===== src/rtl/sw_alloc_if.sv =====
// Switch-allocator bundle: per-input requests, per-output readiness, crossbar grants.
// Handshake: a flit moves from input i to output j in exactly the cycle grt_o[i][j]=1.
// A grant is only issued when req_i[i]=1 and rdy_i[j]=1 in that same cycle.
interface sw_alloc_if #(
  parameter int PORT_N = 5,
  parameter int PORT_W = 3
);
  logic [PORT_N-1:0]              req_i;
  logic [PORT_N-1:0][PORT_W-1:0]  port_i;
  logic [PORT_N-1:0]              tail_i;
  logic [PORT_N-1:0]              rdy_i;
  logic [PORT_N-1:0][PORT_N-1:0]  grt_o;
  logic [PORT_N-1:0]              lck_o;
  logic                           err_o;
  logic [PORT_N-1:0][PORT_W-1:0]  dbg_rr_o;
  logic [PORT_N-1:0][PORT_W-1:0]  dbg_owner_o;

  modport master (
    output req_i, port_i, tail_i, rdy_i,
    input  grt_o, lck_o, err_o, dbg_rr_o, dbg_owner_o
  );

  modport slave (
    input  req_i, port_i, tail_i, rdy_i,
    output grt_o, lck_o, err_o, dbg_rr_o, dbg_owner_o
  );
endinterface


===== src/rtl/sw_alloc.sv =====
// Wormhole switch allocator: per-output round-robin arbitration with a packet lock
// held from head to tail. Per-output FSM state is visible on lck_o, rr/owner on dbg_*.
module sw_alloc #(
  parameter int PORT_N = 5,
  parameter int PORT_W = 3
) (
  input  logic      clk,
  input  logic      rst,
  sw_alloc_if.slave bus
);

  localparam logic [0:0]        ST_IDLE   = 1'b0;
  localparam logic [0:0]        ST_LOCKED = 1'b1;
  localparam logic [PORT_W-1:0] LAST_IDX  = PORT_W'(PORT_N - 1);

  logic [PORT_N-1:0]             r_state;
  logic [PORT_N-1:0][PORT_W-1:0] r_owner;
  logic [PORT_N-1:0][PORT_W-1:0] r_rr;
  logic                          r_err;

  // w_cand[j][i]: input i currently asks for output j
  logic [PORT_N-1:0][PORT_N-1:0] w_cand;
  logic                          w_bad;
  logic [PORT_N-1:0][PORT_W-1:0] w_win;
  logic [PORT_N-1:0]             w_found;
  logic [PORT_N-1:0][PORT_N-1:0] w_grt;
  logic [PORT_N-1:0]             w_xfer;

  always_comb begin
    w_cand = '0;
    w_bad  = 1'b0;
    for (int i = 0; i < PORT_N; i++) begin
      for (int j = 0; j < PORT_N; j++) begin
        if (bus.req_i[i] && (bus.port_i[i] == PORT_W'(j))) begin
          w_cand[j][i] = 1'b1;
        end
      end
      if (bus.req_i[i] && ({1'b0, bus.port_i[i]} >= (PORT_W+1)'(PORT_N))) begin
        w_bad = 1'b1;
      end
    end
  end

  // Round-robin scan starting at rr[j]; the first candidate found wins.
  always_comb begin
    int idx;
    idx     = 0;
    w_found = '0;
    w_win   = '0;
    for (int j = 0; j < PORT_N; j++) begin
      for (int k = 0; k < PORT_N; k++) begin
        idx = int'(r_rr[j]) + k;
        if (idx >= PORT_N) begin
          idx = idx - PORT_N;
        end
        if (!w_found[j] && w_cand[j][idx]) begin
          w_found[j] = 1'b1;
          w_win[j]   = PORT_W'(idx);
        end
      end
    end
  end

  // A locked output only ever serves its owner; a bubble simply issues no grant.
  always_comb begin
    w_grt  = '0;
    w_xfer = '0;
    for (int j = 0; j < PORT_N; j++) begin
      if (r_state[j] == ST_IDLE) begin
        if (w_found[j] && bus.rdy_i[j]) begin
          w_grt[w_win[j]][j] = 1'b1;
        end
      end else begin
        if (w_cand[j][r_owner[j]] && bus.rdy_i[j]) begin
          w_grt[r_owner[j]][j] = 1'b1;
        end
      end
    end
    if (rst) begin
      w_grt = '0;
    end
    for (int j = 0; j < PORT_N; j++) begin
      for (int i = 0; i < PORT_N; i++) begin
        w_xfer[j] = w_xfer[j] | w_grt[i][j];
      end
    end
  end

  always_ff @(posedge clk) begin
    if (rst) begin
      r_state <= '0;
      r_owner <= '0;
      r_rr    <= '0;
      r_err   <= 1'b0;
    end else begin
      r_err <= r_err | w_bad;
      for (int j = 0; j < PORT_N; j++) begin
        if (w_xfer[j]) begin
          if (r_state[j] == ST_IDLE) begin
            r_rr[j] <= (w_win[j] == LAST_IDX) ? '0 : w_win[j] + PORT_W'(1);
            if (!bus.tail_i[w_win[j]]) begin
              r_state[j] <= ST_LOCKED;
              r_owner[j] <= w_win[j];
            end
          end else if (bus.tail_i[r_owner[j]]) begin
            r_state[j] <= ST_IDLE;
          end
        end
      end
    end
  end

  assign bus.grt_o       = w_grt;
  assign bus.lck_o       = r_state;
  assign bus.err_o       = r_err;
  assign bus.dbg_rr_o    = r_rr;
  assign bus.dbg_owner_o = r_owner;

endmodule


===== src/flat_wrapper.sv =====
// flat-port wrapper written by rule: the top's interface ports become plain ports
module sw_alloc_flat 
#(
  parameter int PORT_N = 5,
  parameter int PORT_W = 3
)
  (clk, rst, bus_req_i, bus_port_i, bus_tail_i, bus_rdy_i, bus_grt_o, bus_lck_o, bus_err_o, bus_dbg_rr_o, bus_dbg_owner_o);
  sw_alloc_if #(.PORT_N(PORT_N), .PORT_W(PORT_W)) bus_i ();
  input  logic clk;
  input  logic rst;
  input wire logic [$bits(bus_i.req_i)-1:0] bus_req_i;
  input wire logic [$bits(bus_i.port_i)-1:0] bus_port_i;
  input wire logic [$bits(bus_i.tail_i)-1:0] bus_tail_i;
  input wire logic [$bits(bus_i.rdy_i)-1:0] bus_rdy_i;
  output wire logic [$bits(bus_i.grt_o)-1:0] bus_grt_o;
  output wire logic [$bits(bus_i.lck_o)-1:0] bus_lck_o;
  output wire logic [$bits(bus_i.err_o)-1:0] bus_err_o;
  output wire logic [$bits(bus_i.dbg_rr_o)-1:0] bus_dbg_rr_o;
  output wire logic [$bits(bus_i.dbg_owner_o)-1:0] bus_dbg_owner_o;
  assign bus_i.req_i = bus_req_i;
  assign bus_i.port_i = bus_port_i;
  assign bus_i.tail_i = bus_tail_i;
  assign bus_i.rdy_i = bus_rdy_i;
  assign bus_grt_o = bus_i.grt_o;
  assign bus_lck_o = bus_i.lck_o;
  assign bus_err_o = bus_i.err_o;
  assign bus_dbg_rr_o = bus_i.dbg_rr_o;
  assign bus_dbg_owner_o = bus_i.dbg_owner_o;
  sw_alloc #(.PORT_N(PORT_N), .PORT_W(PORT_W)) u_core (.clk(clk), .rst(rst), .bus(bus_i));
endmodule

===== config.mk =====
export PLATFORM = sky130hd
export DESIGN_NAME = sw_alloc_flat
export DESIGN_NICKNAME = d
export VERILOG_FILES = /design/src/rtl/sw_alloc_if.sv /design/src/rtl/sw_alloc.sv /design/src/flat_wrapper.sv
export SDC_FILE = /design/constraint.sdc
export NUM_CORES = 1
export LEC_CHECK = 0
export ABC_AREA = 1
export CAP_MARGIN = 20
export CELL_PAD_IN_SITES_DETAIL_PLACEMENT = 1
export CELL_PAD_IN_SITES_GLOBAL_PLACEMENT = 2
export CORE_ASPECT_RATIO = 1.5
export CORE_MARGIN = 1
export CORE_UTILIZATION = 30
export DETAILED_ROUTE_END_ITERATION = 6
export GPL_ROUTABILITY_DRIVEN = 0
export PLACE_DENSITY = 0.89
export SYNTH_ARGS = -nofsm -noshare
export SYNTH_HDL_FRONTEND = slang
export SYNTH_SLANG_ARGS = --single-unit

===== constraint.sdc =====
create_clock -name clk -period 4.7 [get_ports clk]
set_input_delay 0.47 -clock clk [delete_from_list [all_inputs] [get_ports clk]]
set_output_delay 0.47 -clock clk [all_outputs]
set_load 0.02 [all_outputs]

# Word level (Yosys, flattened, before mapping)
# Cells that the tools add are included.
[totals]
regBits = 36
inputBits = 32
output_inout_bits = 61
elab_cells = 576
[classes]
addsub = 50
order_cmp = 75
n_eq_ne = 25
n_mux = 266
n_bitwise = 39
n_reduce_logical = 105
[op_table]
columns = ["cell", "count"]
rows = [
  ["32-bit by 5-bit < comparator with 1-bit output, second input constant", 25],
  ["32-bit two-way mux", 25],
  ["32-bit by 4-bit greater-or-equal comparator with 1-bit output, second input constant", 20],
  ["32-bit by 4-bit subtractor with 32-bit output, second input constant", 20],
  ["25-bit two-way mux", 16],
  ["25-bit OR", 8],
  ["5-bit demux with 3-bit select", 10],
  ["1-bit two-way mux", 137],
  ["1-bit binary-select mux with 3-bit select", 40],
  ["3-bit two-way mux", 32],
  ["1-bit logical AND", 70],
  ["3-bit by 2-bit adder with 4-bit output, second input constant", 10],
  ["3-bit by 4-bit < comparator with 1-bit output, second input constant", 10],
  ["3-bit by 2-bit == test with 1-bit output, second input constant", 10],
  ["3-bit == test, second input constant", 10],
  ["3-bit by 1-bit greater-or-equal comparator with 1-bit output, second input constant", 10],
  ["3-bit greater-or-equal comparator, second input constant", 10],
  ["1-bit OR", 21],
  ["3-bit by 1-bit adder with 4-bit output, second input constant", 5],
  ["3-bit by 3-bit adder with 4-bit output, second input constant", 5],
  ["1-bit zero test", 20],
  ["3-bit by 3-bit subtractor with 4-bit output, second input constant", 5],
  ["3-bit by 1-bit adder with 3-bit output, second input constant", 5],
  ["3-bit by 1-bit == test with 1-bit output, second input constant", 5],
  ["other kinds (7)", 31],
]

# Logic depth before layout (Yosys ltp)
# Gate-level depths: netlist (run 1).
[logic_depth]
ltp_word = 43
mapped_depth = 30
depth_no_buf = 29

# Least setup slack after synthesis (run 1)
# Ideal clock, no wire load.
[synth_timing]
path_kind = "register to output"
startpoint = "register u_core.r_rr, in the netlist u_core.bus.dbg_rr_o[6]"
endpoint = "output port bus_grt_o[2]"
arrival_time_ps = 2963
t_required_ps = 4230
path_slack_ps = 1267
stages_incl_launch_ff = 21
n_path_buf = 1
path_cell_list = "dfxtp_1 > buf_6 > inv_2 > ha_1 > inv_1 > fa_1 > a21oi_1 > nand2_1 > o21ai_0 > nand3_1 > nand3_1 > nand2_1 > nand3_2 > nor2_1 > nor2_1 > nand2_1 > nor2_4 > nand2_1 > o21ai_1 > nand2_1 > inv_1"
[synth_between]
elab_chain_cells = 32
elab_cells_between_ends = 72
cone_classes = "add/sub: 9; order compare: 7; mux: 41; bitwise: 5; reduce/logical: 10"
[synth_lines]
columns = ["element", "line", "source"]
rows = [
  ["from (decl)", "sw_alloc.sv:18", "logic [PORT_N-1:0][PORT_W-1:0] r_rr;"],
  ["from (signal, indexed assignment)", "sw_alloc.sv:100", "r_rr[j] <= (w_win[j] == LAST_IDX) ? '0 : w_win[j] + PORT_W'(1);"],
  ["branches (longest 23 deep; another with 32-bit by 4-bit subtractor with 32-bit output)", "n/a", ""],
  ["25-bit two-way mux (*)", "sw_alloc.sv:70", "if (w_found[j] && bus.rdy_i[j]) begin"],
  ["25-bit two-way mux (*)", "sw_alloc.sv:69", "if (r_state[j] == ST_IDLE) begin"],
  ["25-bit OR (no line)", "n/a", ""],
  ["25-bit two-way mux (on tied branches)", "sw_alloc.sv:70, sw_alloc.sv:74", ""],
  ["25-bit two-way mux (*)", "sw_alloc.sv:69", ""],
  ["25-bit OR (no line)", "n/a", ""],
  ["25-bit two-way mux (on tied branches)", "sw_alloc.sv:70, sw_alloc.sv:74", ""],
  ["25-bit two-way mux (*)", "sw_alloc.sv:69", ""],
  ["25-bit two-way mux (*)", "sw_alloc.sv:79", "if (rst) begin"],
  ["to (decl)", "flat_wrapper.sv:15", "output wire logic [$bits(bus_i.grt_o)-1:0] bus_grt_o;"],
]
# Every way passes the cells marked *. The select of a mux whose other input is x is not followed.

==> results.py, run 1 <==
metrics = {
    "global_routing": {
        "grt_start_max_net_pins": 34,
        "gr-usage-all-layers": 0.230,
        "grt_first_pass_wirelength_um": 54000,
        "grt_overflow_total": 0,
        "grt_pass1_vias": 10700,
        "antenna_violations_before_repair": 2,
    },
    "sta": {
        "timing.final.ws_setup_ps": 279,
        "slew_violations": 0,
        "period_share": 0.941,
        "endpoints_failing_hold": 0,
        "clock_skew_ps": 8.77,
        "timing.fmax_mhz": 226,
        "setup_viol": 0,
        "worst_pin_slew_ps": 651,
        "post_layout_minimum_cycle_time_ps": 4420,
        "max_slew_margin": 0.565,
    },
    "critical_path": {
        "worst_path_fanout_max": 7,
        "timing.critical_path.slowest_stage_cell": "sky130_fd_sc_hd__clkdlybuf4s50_1",
        "timing.critical_path.required_ps": 4230,
        "cp.arrival_ps": 3950,
        "critical_path_class": "flop to primary output",
        "worstSetupStartpointType": "flop",
        "timing.reg2reg.worst_path_depth": 24,
        "critical_path.endpoint_type": "primary output",
        "timing.critical_path.cells": "inv_2 -> ha_1 -> inv_1 -> fa_1 -> inv_1 -> nand2_1 -> o21ai_1 -> inv_1 -> nand3_1 -> nand3_1 -> nand2_1 -> nand3_2 -> nand3_1 -> o21ai_1 -> nand3_2 -> nand2_1 -> o21ai_0 -> nand3_1 -> inv_1 -> clkdlybuf4s50_1",
        "crit_path_max_incr_delay_ps": 600,
    },
    "cells_and_area": {
        "finalNetCount": 1764,
        "area_growth_pct": 18.6,
        "ratio_of_cells_with_drive_above_1_in_the_final_layout": 0.121,
        "layout.cells.most_common_list": "sky130_fd_sc_hd__nand2_1 (458), sky130_fd_sc_hd__inv_1 (226), sky130_fd_sc_hd__nand3_1 (217), sky130_fd_sc_hd__nor2_1 (132), sky130_fd_sc_hd__clkdlybuf4s50_1 (87)",
        "layout.cells.most_common": "sky130_fd_sc_hd__nand2_1",
        "layout.filler_cells": 3909,
    },
    "die": {
        "fp.dieArea_mm2": 0.0295,
        "floorplan.die.width_um": 141,
        "die_height_um": 210,
        "pin_count": 93,
        "number_of_rows_in_the_core_area": 75,
        "core_outline_area_mm2": 0.0282,
        "initial_util": 0.307,
    },
    "placed_design": {
        "preCtsSetupSlack_ps": 438,
        "dp_hpwl_um": 28100,
        "place.port_buffers": 92,
    },
    "cts": {
        "clkSlewWorstSetupHoldPaths_ps": 60,
        "cts.htree.levels": 2,
        "ctsLongestPathBuffers": 2,
        "cts_root_buf": "sky130_fd_sc_hd__clkbuf_16",
        "tritoncts.num_buffers": 5,
        "cts_tree": "yes",
        "cts.sinks": 36,
        "clk_latency_ps": 310,
    },
    "yosys": {
        "mappedNetlistArea_mm2": 0.00863,
        "synthesis.area_per_instance_um2": 5.50,
        "ys_async_sr_fraction": 0,
        "yosys.area.top_type_share": 0.199,
        "postSynthNetCount": 1660,
        "count_of_mapped_cells_out_of_synthesis": 1569,
        "yosys_warnings": 0,
        "synth_enable_flop_cells": 0,
        "yosys.area.top_type": "sky130_fd_sc_hd__nand2_1",
        "ys_ff_latch": 36,
        "synth_ff_type": "sky130_fd_sc_hd__dfxtp_1",
        "synth_cell_type_count": 52,
        "top_cells_by_area_in_the_synthesized_netlist": "sky130_fd_sc_hd__nand2_1 (20%), sky130_fd_sc_hd__nand3_1 (13%), sky130_fd_sc_hd__inv_1 (10%), sky130_fd_sc_hd__dfxtp_1 (8.3%), sky130_fd_sc_hd__ha_1 (7.8%)",
        "synth_seq_area_share": 0.0835,
    },
    "route": {
        "route.detailed.drc": 0,
        "final_antenna_net_count": 0,
        "routed_length_per_placed_instance_um": 16.5,
        "vias_cell": 5.22,
        "via_count": 10500,
        "wirelength_um": 33400,
        "drt_iter0_drcs": 357,
        "drt_pre_antenna_iters": 5,
    },
    "run_status": {
        "status": "completed",
    },
    "worst_hold_path": {
        "hold_depth": 2,
        "holdCritPathClass": "flop to flop",
    },
    "flow_run": {
        "timing.max_cap.violations": 0,
    },
}
[routing by layer]
metal,global-route usage,wire [um],vias up
met5,0,13,-
met4,0.0896,1100,2
met3,0.0249,981,59
met2,0.435,17300,177
met1,0.261,14000,5019
li1,-,-,5280
[metrics by stage]
stage / setup TNS [ps] / cells / util / hold slack, ps / cell area [um^2]
finish: 0 / 2020 / 0.364 / 521 / 10200
global route: -14.2 / 2020 / 0.364 / 557 / 10200
CTS: 0 / 2013 / 0.360 / 529 / 10100
detailed placement: 0 / 2006 / 0.354 / 520 / 9980
global placement: 0 / 2006 / 0.354 / 523 / 9980
floorplan: 0 / 1569 / - / 571 / 8630
[worst paths after layout]
kind	slack [ps]	startpoint	end
worst max-delay path	280	u_core.bus.dbg_rr_o[0]	bus_grt_o[15]
worst min-delay path	520	u_core.bus.lck_o[1]	u_core.bus.lck_o[1]
worst max register to register	970	u_core.bus.dbg_rr_o[0]	u_core.bus.dbg_rr_o[2]
worst min register to register	520	u_core.bus.lck_o[1]	u_core.bus.lck_o[1]
[worst max-delay path, delay by kind of cell, from the launching register on]
family | cells | cell delay (ps)
buf+inv | 6 | 1130
simple gates | 9 | 1030
fa+ha+maj | 2 | 590
compound gates | 3 | 570
flops | 1 | 320
[final cells by class]
cell class,instances,area [um^2],share of cell area
timing repair buffer,118,1130,0.110
antenna,1,2.50,0.000244
clock buffer,7,153,0.0149
sequential,36,728,0.0711
tap,346,433,0.0423
multi-input combinational,1255,6820,0.666
inverter,257,975,0.0952
[synthesized netlist by cell type (all sizes together), types with 3 or more instances]
cell / n
or2: 3
nand3: 237
clkbuf: 5
nor2: 161
inv: 255
buf: 16
o21a: 15
o21ai: 93
nor3: 20
o21bai: 4
fa: 5
xor2: 11
o211ai: 13
nand2: 505
o22ai: 18
dfxtp: 36
xnor2: 7
o2111ai: 3
nand3b: 8
nand4: 42
a21oi: 44
ha: 54
[cell families after synthesis]
group	count (synthesis)	share of synthesized area
fa+ha+maj	59	0.0899
buf+inv	278	0.130
flops	36	0.0835
xor+xnor	18	0.0244
compound gates	201	0.141
simple gates	977	0.531
[state kept, by name, summed over array words and instances, names as in the netlist]
name	cells
u_core.bus.dbg_rr_o	15
u_core.bus.err_o	1
u_core.bus.dbg_owner_o	15
u_core.bus.lck_o	5
[timing repair]
| action | in CTS | in global routing |
|---|---|---|
| endpoints found under the setup margin | 0 | 21 |
| hold buffers | 0 | 0 |
| buffers inserted | 0 | 6 |
| hold endpoints to repair | 0 | 0 |
| gates resized for setup | 0 | 24 |
Power of run 1 is left out: the tool's default activity adds up to more than one toggle a clock period on the data nets, which glitch-free logic cannot reach.
==> run 2, diff against run 1 <==
--- a/config.mk
+++ b/config.mk
@@ -6,7 +6,7 @@
 export NUM_CORES = 1
 export LEC_CHECK = 0
 export ABC_AREA = 1
-export CAP_MARGIN = 20
+export CAP_MARGIN = 10
 export CELL_PAD_IN_SITES_DETAIL_PLACEMENT = 1
 export CELL_PAD_IN_SITES_GLOBAL_PLACEMENT = 2
 export CORE_ASPECT_RATIO = 1.5
@@ -15,6 +15,7 @@
 export DETAILED_ROUTE_END_ITERATION = 6
 export GPL_ROUTABILITY_DRIVEN = 0
 export PLACE_DENSITY = 0.89
+export REMOVE_ABC_BUFFERS = 1
 export SYNTH_ARGS = -nofsm -noshare
 export SYNTH_HDL_FRONTEND = slang
 export SYNTH_SLANG_ARGS = --single-unit
==> run 2 against run 1 <==
Routed wire length increased by 0.31%. Register-to-register slack improved by 80 ps. Global-route usage increased by 0.31 points. Critical path depth increased by 4. Via count decreased by 1.0%. Design area decreased by 0.17%. Maximum frequency increased by 0.88%. Worst hold slack improved by 20 ps. Count of clock-buffer cells in the layout decreased by 1. Utilization decreased by 0.062 points. Die area unchanged. Critical endpoint is now bus_grt_o[3]. Highest routed layer is now met4.
==> results.py, run 2 (synthesis gave the netlist of run 1 again) <==
metrics = {
    "cells_and_area": {
        "finalNetCount": 1761,
        "area_growth_pct": 18.4,
        "layout.cells.most_common": "sky130_fd_sc_hd__nand2_1",
        "layout.filler_cells": 3897,
        "ratio_of_cells_with_drive_above_1_in_the_final_layout": 0.119,
        "final_cell_count_without_fillers": 2017,
        "layout.core_utilization": 0.363,
        "antenna_cells_inserted": 0,
        "layout.cells.most_common_list": "sky130_fd_sc_hd__nand2_1 (458), sky130_fd_sc_hd__inv_1 (227), sky130_fd_sc_hd__nand3_1 (216), sky130_fd_sc_hd__nor2_1 (132), sky130_fd_sc_hd__clkdlybuf4s50_1 (84)",
    },
    "route": {
        "wirelength_um": 33500,
        "via_count": 10400,
        "vias_cell": 5.17,
        "routed_length_per_placed_instance_um": 16.6,
        "route.detailed.drc": 0,
        "drt_pre_antenna_iters": 4,
        "final_antenna_net_count": 0,
        "drt_iter0_drcs": 412,
    },
    "worst_hold_path": {
        "hold_depth": 2,
        "holdCritPathClass": "flop to flop",
    },
    "cts": {
        "cts_tree": "yes",
        "ctsLongestPathBuffers": 2,
        "tritoncts.num_buffers": 5,
        "clkSlewWorstSetupHoldPaths_ps": 60,
        "cts.sinks": 36,
        "cts_root_buf": "sky130_fd_sc_hd__clkbuf_16",
        "clk_latency_ps": 310,
        "cts.htree.levels": 2,
    },
    "sta": {
        "timing.fmax_mhz": 228,
        "fin_worst_hold_slack_ps": 540,
        "period_share": 0.932,
        "timing.final.ws_setup_ps": 318,
        "post_layout_minimum_cycle_time_ps": 4380,
        "worst_pin_slew_ps": 862,
        "endpoints_failing_hold": 0,
        "clock_skew_ps": 2.11,
        "max_slew_margin": 0.411,
        "slew_violations": 0,
        "setup_viol": 0,
    },
    "placed_design": {
        "placed_cells_incl_taps": 2005,
        "dp_hpwl_um": 28200,
        "preCtsSetupSlack_ps": 432,
        "place.port_buffers": 92,
    },
    "critical_path": {
        "timing.reg2reg.worst_path_depth": 20,
        "regToRegStartpoint": "u_core.bus.dbg_rr_o[1]",
        "worst_path_fanout_max": 7,
        "critical_path.endpoint_type": "primary output",
        "timing.critical_path.required_ps": 4230,
        "critical_path_class": "flop to primary output",
        "regToRegSetupSlack_ps": 1050,
        "rr_endpoint": "u_core.bus.dbg_rr_o[2]",
        "worstSetupStartpoint": "u_core.bus.dbg_rr_o[10]",
        "cp.arrival_ps": 3910,
        "worstSetupStartpointType": "flop",
        "cp-endpoint": "bus_grt_o[3]",
    },
    "global_routing": {
        "antenna_violations_before_repair": 0,
        "grt_pass1_vias": 10900,
        "grt_first_pass_wirelength_um": 54700,
        "gr-usage-all-layers": 0.233,
        "grt_start_max_net_pins": 54,
        "grt_overflow_total": 0,
    },
    "die": {
        "core_outline_area_mm2": 0.0282,
        "die_height_um": 210,
        "initial_util": 0.307,
        "pin_count": 93,
        "fp.dieArea_mm2": 0.0295,
        "floorplan.die.width_um": 141,
        "number_of_rows_in_the_core_area": 75,
    },
    "run_status": {
        "status": "completed",
    },
    "flow_run": {
        "timing.max_cap.violations": 0,
    },
}
## run 2: how the worst min path moves through the flow
stage / startpoint / end / slack [ps]
3_3_place_gp: u_core.bus.lck_o[1] / u_core.bus.lck_o[1] / 510
6_report: u_core.bus.lck_o[1] / u_core.bus.lck_o[1] / 540
5_1_grt: u_core.bus.lck_o[1] / u_core.bus.lck_o[1] / 560
4_1_cts: u_core.bus.lck_o[1] / u_core.bus.lck_o[1] / 540
2_1_floorplan: rst / u_core.bus.lck_o[4] / 530
3_5_place_dp: u_core.bus.lck_o[1] / u_core.bus.lck_o[1] / 530
## run 2: metal layers
layer	routed length, um	global-route usage	part of all wire	vias up
met2	17800	0.456	0.53	158
li1	-	-	-	5289
met1	13500	0.250	0.40	4928
met4	1300	0.104	0.039	0
met3	926	0.0196	0.028	55
met5	0	0	0	-
## run 2: repair_timing
action / CTS / global route
setup endpoints to repair: 0 / 19
setup buffers: 0 / 4
gates resized for setup: 0 / 25
hold buffers: 0 / 0
## run 2: metrics by stage
stage / setup TNS [ps] / area [um^2]
6_report: 0 / 10200
5_1_grt: -26.9 / 10200
4_1_cts: 0 / 10100
3_5_place_dp: 0 / 9970
3_3_place_gp: 0 / 9970
2_1_floorplan: 0 / 8470
## run 2: layout make-up
class,instances,area [um^2],area share
Tap cell,346,433,0.0424
Inverter,257,971,0.0950
Timing Repair Buffer,115,1110,0.109
Clock buffer,6,129,0.0126
Multi-Input combinational cell,1255,6810,0.666
Clock inverter,2,35.0,0.00343
Sequential cell,36,728,0.0712
## run 2: critical path, stage by stage, from the launching register on
cell and delay (ps):
sky130_fd_sc_hd__dfxtp_2 360, sky130_fd_sc_hd__inv_1 200, sky130_fd_sc_hd__ha_1 290, sky130_fd_sc_hd__inv_1 70
sky130_fd_sc_hd__ha_1 170, sky130_fd_sc_hd__inv_1 100, sky130_fd_sc_hd__nand2_1 140, sky130_fd_sc_hd__nand2_1 100
sky130_fd_sc_hd__o21ai_2 80, sky130_fd_sc_hd__inv_1 90, sky130_fd_sc_hd__nand3_1 100, sky130_fd_sc_hd__nor2_1 150
sky130_fd_sc_hd__inv_1 60, sky130_fd_sc_hd__nand2_1 110, sky130_fd_sc_hd__nor2_1 70, sky130_fd_sc_hd__nand2_1 60
sky130_fd_sc_hd__nand2_1 80, sky130_fd_sc_hd__nor2_4 140, sky130_fd_sc_hd__nand3_4 150, sky130_fd_sc_hd__nor2_4 150
sky130_fd_sc_hd__nand3_1 80, sky130_fd_sc_hd__nand2_1 60, sky130_fd_sc_hd__nand2_1 110, sky130_fd_sc_hd__inv_1 80
sky130_fd_sc_hd__clkdlybuf4s50_1 590
Power of run 2 is left out for the same reason.
